===== src/rtl/ps2_pkg.sv =====
// Shared definitions for the PS/2 host link: transmitter state encoding,
// keyboard command/response bytes and default timing constants.
package ps2_pkg;

    typedef enum logic [2:0] {
        ST_IDLE    = 3'd0,
        ST_INHIBIT = 3'd1,
        ST_REQ     = 3'd2,
        ST_SHIFT   = 3'd3,
        ST_ACK     = 3'd4,
        ST_RELEASE = 3'd5
    } ps2_tx_state_e;

    localparam logic [7:0] CMD_SET_LEDS = 8'hED;
    localparam logic [7:0] CMD_RESET    = 8'hFF;
    localparam logic [7:0] CMD_RESEND   = 8'hFE;
    localparam logic [7:0] RSP_ACK      = 8'hFA;

    localparam int unsigned DEF_CLK_FREQ_HZ    = 100_000_000;
    localparam int unsigned DEF_INHIBIT_CYCLES = 10_000;
    localparam int unsigned DEF_TIMEOUT_CYCLES = 200_000;
    localparam int unsigned DEF_FILTER_LEN     = 8;

    // Odd parity: the nine transmitted data+parity bits carry an odd number of ones.
    function automatic logic odd_parity(input logic [7:0] d);
        return ~^d;
    endfunction

endpackage


===== src/rtl/ps2_line_filter.sv =====
// Two-flop synchroniser followed by a stability filter for one PS/2 line.
// The level output only moves after FILTER_LEN consecutive samples disagree with it.
module ps2_line_filter #(
    parameter int unsigned FILTER_LEN = 8
) (
    input  logic clk,
    input  logic reset,
    input  logic raw,
    output logic level
);

    localparam int unsigned CW = $clog2(FILTER_LEN + 1);

    logic [1:0]    sync;
    logic [CW-1:0] cnt;
    logic          level_q;

    always_ff @(posedge clk) begin
        if (reset) begin
            sync    <= 2'b11;
            cnt     <= '0;
            level_q <= 1'b1;
        end else begin
            sync <= {sync[0], raw};
            if (sync[1] == level_q) begin
                cnt <= '0;
            end else if (cnt == CW'(FILTER_LEN - 1)) begin
                level_q <= sync[1];
                cnt     <= '0;
            end else begin
                cnt <= cnt + 1'b1;
            end
        end
    end

    assign level = level_q;

endmodule


===== src/rtl/ps2_host_tx.sv =====
// PS/2 host-to-device command transmitter (open-drain enables, done/err pulses).
// Optional device-clock watchdog enabled by defining PS2_TX_TIMEOUT_EN.
module ps2_host_tx
    import ps2_pkg::*;
#(
    parameter int unsigned CLK_FREQ_HZ    = DEF_CLK_FREQ_HZ,
    parameter int unsigned INHIBIT_CYCLES = DEF_INHIBIT_CYCLES,
    parameter int unsigned TIMEOUT_CYCLES = DEF_TIMEOUT_CYCLES,
    parameter int unsigned FILTER_LEN     = DEF_FILTER_LEN
) (
    input  logic       clk,
    input  logic       reset,
    input  logic       tx_start,
    input  logic [7:0] tx_data,
    input  logic       ps2_clk_in,
    input  logic       ps2_data_in,
    output logic       ps2_clk_oe,
    output logic       ps2_data_oe,
    output logic       tx_ready,
    output logic       tx_busy,
    output logic       tx_done,
    output logic       tx_err
);

    localparam int unsigned INH_W = $clog2(INHIBIT_CYCLES + 1);

    // Filter delay must stay far below the ~30 us minimum PS/2 half-period.
    if (FILTER_LEN + 2 >= CLK_FREQ_HZ / 33_333) begin : g_filter_too_slow
        $error("ps2_host_tx: FILTER_LEN too long for CLK_FREQ_HZ");
    end
    if (TIMEOUT_CYCLES == 0 || INHIBIT_CYCLES == 0) begin : g_bad_timing
        $error("ps2_host_tx: INHIBIT_CYCLES and TIMEOUT_CYCLES must be nonzero");
    end

    ps2_tx_state_e    state, state_next;
    logic             clk_filt, data_filt, clk_prev, fall;
    logic [INH_W-1:0] inh_cnt;
    logic [9:0]       frame;
    logic [3:0]       bit_cnt;
    logic             data_oe_q, ack_ok, done_q, err_q;
    logic             accept, timeout, wd_active;

    ps2_line_filter #(.FILTER_LEN(FILTER_LEN)) u_clk_filter (
        .clk   (clk),
        .reset (reset),
        .raw   (ps2_clk_in),
        .level (clk_filt)
    );

    ps2_line_filter #(.FILTER_LEN(FILTER_LEN)) u_data_filter (
        .clk   (clk),
        .reset (reset),
        .raw   (ps2_data_in),
        .level (data_filt)
    );

    assign fall      = clk_prev & ~clk_filt;
    assign wd_active = (state == ST_SHIFT) || (state == ST_ACK) || (state == ST_RELEASE);

`ifdef PS2_TX_TIMEOUT_EN
    localparam int unsigned WD_W = $clog2(TIMEOUT_CYCLES + 1);
    logic [WD_W-1:0] wd_cnt;

    assign timeout = wd_active && (wd_cnt == WD_W'(TIMEOUT_CYCLES - 1));

    always_ff @(posedge clk) begin
        if (reset) begin
            wd_cnt <= '0;
        end else if (!wd_active || fall || (state_next != state)) begin
            wd_cnt <= '0;
        end else begin
            wd_cnt <= wd_cnt + 1'b1;
        end
    end
`else
    assign timeout = 1'b0;
`endif

    always_comb begin
        state_next = state;
        accept     = 1'b0;
        case (state)
            ST_IDLE: begin
                if (tx_start) begin
                    accept     = 1'b1;
                    state_next = ST_INHIBIT;
                end
            end
            ST_INHIBIT: if (inh_cnt == INH_W'(1)) state_next = ST_REQ;
            ST_REQ:     state_next = ST_SHIFT;
            ST_SHIFT:   if (fall && (bit_cnt == 4'd9)) state_next = ST_ACK;
            ST_ACK:     if (fall) state_next = ST_RELEASE;
            ST_RELEASE: if (clk_filt && data_filt) state_next = ST_IDLE;
            default:    state_next = ST_IDLE;
        endcase
        if (timeout) state_next = ST_IDLE;
    end

    always_ff @(posedge clk) begin
        if (reset) begin
            state     <= ST_IDLE;
            clk_prev  <= 1'b1;
            inh_cnt   <= '0;
            frame     <= '0;
            bit_cnt   <= '0;
            data_oe_q <= 1'b0;
            ack_ok    <= 1'b0;
            done_q    <= 1'b0;
            err_q     <= 1'b0;
        end else begin
            state    <= state_next;
            clk_prev <= clk_filt;
            done_q   <= 1'b0;
            err_q    <= 1'b0;
            case (state)
                ST_IDLE: begin
                    if (accept) begin
                        frame   <= {1'b1, odd_parity(tx_data), tx_data};
                        inh_cnt <= INH_W'(INHIBIT_CYCLES);
                        bit_cnt <= '0;
                    end
                end
                ST_INHIBIT: begin
                    inh_cnt <= inh_cnt - 1'b1;
                    if (state_next == ST_REQ) data_oe_q <= 1'b1;
                end
                ST_SHIFT: begin
                    // Frame is consumed LSB first; the stop bit (1) releases data.
                    if (fall) begin
                        data_oe_q <= ~frame[0];
                        frame     <= {1'b0, frame[9:1]};
                        bit_cnt   <= bit_cnt + 1'b1;
                    end
                end
                ST_ACK: if (fall) ack_ok <= ~data_filt;
                ST_RELEASE: begin
                    if ((state_next == ST_IDLE) && !timeout) begin
                        done_q <= ack_ok;
                        err_q  <= ~ack_ok;
                    end
                end
                default: ;
            endcase
            if (timeout) begin
                data_oe_q <= 1'b0;
                err_q     <= 1'b1;
            end
        end
    end

    assign ps2_clk_oe  = (state == ST_INHIBIT) || (state == ST_REQ);
    assign ps2_data_oe = data_oe_q;
    assign tx_ready    = (state == ST_IDLE);
    assign tx_busy     = ~tx_ready;
    assign tx_done     = done_q;
    assign tx_err      = err_q;

endmodule

===== config.mk =====
export PLATFORM = sky130hd
export DESIGN_NAME = ps2_host_tx
export DESIGN_NICKNAME = d
export VERILOG_FILES = /design/src/rtl/ps2_pkg.sv /design/src/rtl/ps2_line_filter.sv /design/src/rtl/ps2_host_tx.sv
export SDC_FILE = /design/constraint.sdc
export NUM_CORES = 1
export LEC_CHECK = 0
export ABC_CLOCK_PERIOD_IN_PS = 4650
export BUFFER_PORTS_ARGS = -buffer_cell sky130_fd_sc_hd__buf_2
export CORE_MARGIN = 8
export CORE_UTILIZATION = 40
export DETAILED_ROUTE_END_ITERATION = 6
export PLACE_DENSITY_LB_ADDON = 0.3
export REMOVE_ABC_BUFFERS = 1
export SYNTH_ARGS = -nofsm -noshare
export SYNTH_HDL_FRONTEND = slang
export SYNTH_SLANG_ARGS = --single-unit

===== constraint.sdc =====
create_clock -name clk -period 4.65 [get_ports clk]
set_clock_uncertainty 0.15 [all_clocks]
set_input_delay 0.2325 -clock clk [delete_from_list [all_inputs] [get_ports clk]]
set_output_delay 0.2325 -clock clk [all_outputs]
set_load 0.01 [all_outputs]

==> impl_results.md <==
- Number of H-tree levels: 2
- FP Rows: 27
- Standard cell core area: 5540 um^2
- DR vias: between 1500 and 2000
- Setup bufs post-CTS: 0
- Leak: 0.985 nW
- Overall track demand over capacity in global routing: a little over a tenth
- Worst hold path stage count: 3
- Worst vdd rail ir drop: ~0.15 mV
- Tightest Hold Check Type: in2reg
- Total count of max-transition violations in the final report: 0
- Share of synthesized area occupied by flip-flops and latches: 43.3%
- HP Start: tx_data[2]
- Number of hold violations in the final report: 0
- Y dimension of the die: roughly 92 um
- Antenna Diode Count: 0
- GRT overflow: 0
- Setup TNS: 0 ns
- Cell taking the most area after synthesis: dfxtp_1
- CTS root buf: clkbuf_8
- Arrival time at the worst endpoint: around 2.4 ns
- Setup slack, reg-to-reg: approximately 2.4 ns
- Number of clock sinks: 50
- Global-route wire length before repair: roughly 7600 um
- Slew at the pin closest to its max-slew limit: 0.813 ns
- Synth unique cells: between 40 and 50
- Worst endpoint required time: 4.72 ns
- Type of the worst setup path: reg2reg
- Kind of start point of the critical path: register
- Final #Nets: 292
- Hold endpoint: frame[2]$_SDFFE_PP0P_
- Post-CTS clock slew at the launch and capture registers of the worst setup and hold paths: 0.09 ns
- Critical register-to-register path startpoint: state[1]$_SDFF_PP0_
- 1st-iter DRT viols: 64
- Final setup violating endpoints: 0
- Post-layout instance area: between 2000 and 3000 um^2
- Number of buffers added by the clock tree synthesis step: 5
- Most frequently used flop master after synthesis: dfxtp_1
- Proportion of layout cells with a drive suffix above 1: between 10 and 15%
- Maximum buffer depth of the clock tree: 2
- Top-area cell type share of the netlist area: a little over two fifths
- Asr flop ratio synth: 0%
- PortBufs: 18
- Syn. warnings: 0
- Final wirelength: 4360 um
- WL per Instance: about 13 um
- Count of unresolved DRC violations after routing: 0
- Antenna violations before repair: 0
- Insertion delay to the later sink of the worst-skew pair: roughly 0.31 ns
- DR vias/cell: roughly 5.2
- Maximum fanout count along the critical path: 16
- Fin crit period: between 2 and 2.5 ns
- Pin count of the biggest net entering global routing: 43
- Number of hold-repair buffers added at the cts stage: 2
- Power density relative to cell area: 337 nW/um^2
- Final hold slack: between 0.1 and 0.15 ns
- RSZ-0062 raised after global routing: false
- TritonCTS clock tree: built
- Number of global-route vias before repair: approximately 1700
- HPWL reported at the end of detailed placement: 3010 um
- Number of filler instances in the final layout: between 500 and 600
- Synthesis-to-finish area growth: 10.6%
- Synthesized area divided by synthesized cell count: roughly 9 um^2
- Max-Slew Margin vs Limit: a little under half
- Cell Area, Synth: 2310 um^2
- Number of enable flip-flop cells after synthesis: 0
- Cells on worst reg2reg path: 4
- Achievable clock frequency: roughly 440 MHz
- Gp weighted congestion: ~0.75
- Worst reg2reg path endpoint: frame[0]$_SDFFE_PP0P_
- Number of I/O pins: 19
- Router iterations before antenna repair: 5
- Largest cells by area after synthesis: dfxtp_1 (43%), nor2_1 (6.2%), a211oi_1 (4.5%)
- Outcome: complete, no violations
- Floorplan die area: 8470 um^2
- Setup crit end kind: register
- Post-Syn Instances: around 260
- Post-route fraction of the period consumed by the critical path: 49.0%
- Number of resized instances in the post-cts repair step: 0
- Initial Utilization: between 40% and 50%
- Number of synthesized register bits: 50
- Die width: slightly above 90 um
- Antenna Nets Post-Route: 0
- Max Cap Violations: 0
- Instance area after placement: ~2400 um^2
## kinds of logic (layout without fill, tap and decap cells)
logic type / count (synthesis) / after routing / synth area share (%)
compound gates: 54 / 54 / 16.1
xor+xnor: 14 / 14 / 5.31
fa+ha+maj: 6 / 6 / 3.25
buf+inv: 23 / 40 / 4.06
flops: 50 / 50 / 43.3
mux: 11 / 11 / 4.82
simple gates: 99 / 99 / 23.1
## placed cells by master, fill, tap and decap left out, drive strengths merged, types with 2 or more instances in the layout
master,count
nand2,8
nand4b,2
buf,18
a211oi,14
clkinvlp,2
dfxtp,50
o211ai,4
a21oi,13
nor2,38
nor4b,2
nand3b,2
inv,13
o21ai,7
or2,5
nor3b,2
nand3,8
nor2b,3
a31oi,3
a311oi,3
xor2,3
nor4,2
nand2b,2
o41ai,2
ha,6
xnor2,11
or3,8
mux2i,10
o31a,3
dlygate4sd3,2
clkbuf,5
nor3,10
## per-layer routing
metal	vias to the layer above	global-route usage, %	part of all wire [%]
met5	-	0	0
met4	0	3.62	1.2
met3	5	3.99	3.2
met2	19	17.0	44
met1	827	13.1	52
li1	954	-	-
## stage by stage
step	setup slack, ns	util (%)	cells	power (mW)
2_1_floorplan	2.73	-	246	0.574
3_3_place_gp	2.43	44.1	336	0.610
3_5_place_dp	2.36	44.1	336	0.613
4_1_cts	2.35	46.1	346	0.871
5_1_grt	2.10	46.1	346	0.911
6_report	2.37	46.1	346	0.861
## synthesized netlist by cell type, types with 2 or more instances
cell type	number
dfxtp_1	50
nor2_1	38
a211oi_1	14
a21oi_1	13
inv_1	12
xnor2_1	11
mux2i_1	10
nor3_1	10
nand2_1	8
nand3_1	8
or3_1	8
clkbuf_1	7
ha_1	6
o21ai_0	6
or2_2	5
o211ai_1	4
a311oi_1	3
a31oi_1	3
buf_2	3
nor2b_1	3
o31a_1	3
xor2_1	3
nand2b_1	2
nand4b_1	2
nor4_1	2
o41ai_1	2
## how the worst max path moves through the flow
stage                                          to  slack [ns]                start  cells past startpoint
after global routing        frame[0]$_SDFFE_PP0P_        2.10  state[1]$_SDFF_PP0_                      4
after CTS                   frame[0]$_SDFFE_PP0P_        2.35  state[0]$_SDFF_PP0_                      4
after global placement      frame[1]$_SDFFE_PP0P_        2.43  state[1]$_SDFF_PP0_                      4
final                       frame[0]$_SDFFE_PP0P_        2.37  state[1]$_SDFF_PP0_                      4
after floorplan           bit_cnt[3]$_SDFFE_PP0P_        2.73  state[1]$_SDFF_PP0_                      4
after detailed placement    frame[3]$_SDFFE_PP0P_        2.36  state[1]$_SDFF_PP0_                      4
## flip-flops by register name (all words and copies together), names as in the netlist, 2 cells and up
register	count
bit_cnt	4
frame	10
inh_cnt	14
state	3
u_clk_filter.cnt	4
u_clk_filter.sync	2
u_data_filter.cnt	4
u_data_filter.sync	2
## layout make-up
cell class                      instances  area (um^2)  area share, %
Clock buffer                            5         68.8           2.69
Timing Repair Buffer                   20          110           4.31
Multi-Input combinational cell        184         1220           47.6
Tap cell                               72         90.1           3.53
Clock inverter                          3         23.8          0.930
Inverter                               12         45.0           1.76
Sequential cell                        50         1000           39.2
## critical path, cell delays in order, from the launching register on
cell and delay (ns):
dfxtp_1 0.63, nand3b_2 0.46, o21ai_2 0.64, nor2_1 0.08, a211oi_1 0.23
## power breakdown
group / switching, mW / leakage (nW) / internal, mW / total, mW
clock network: 0.150 / 0.0408 / 0.108 / 0.258
registers: 0.0217 / 0.409 / 0.452 / 0.474
logic: 0.0726 / 0.535 / 0.0566 / 0.129
Power figures use the tool's default switching activity.
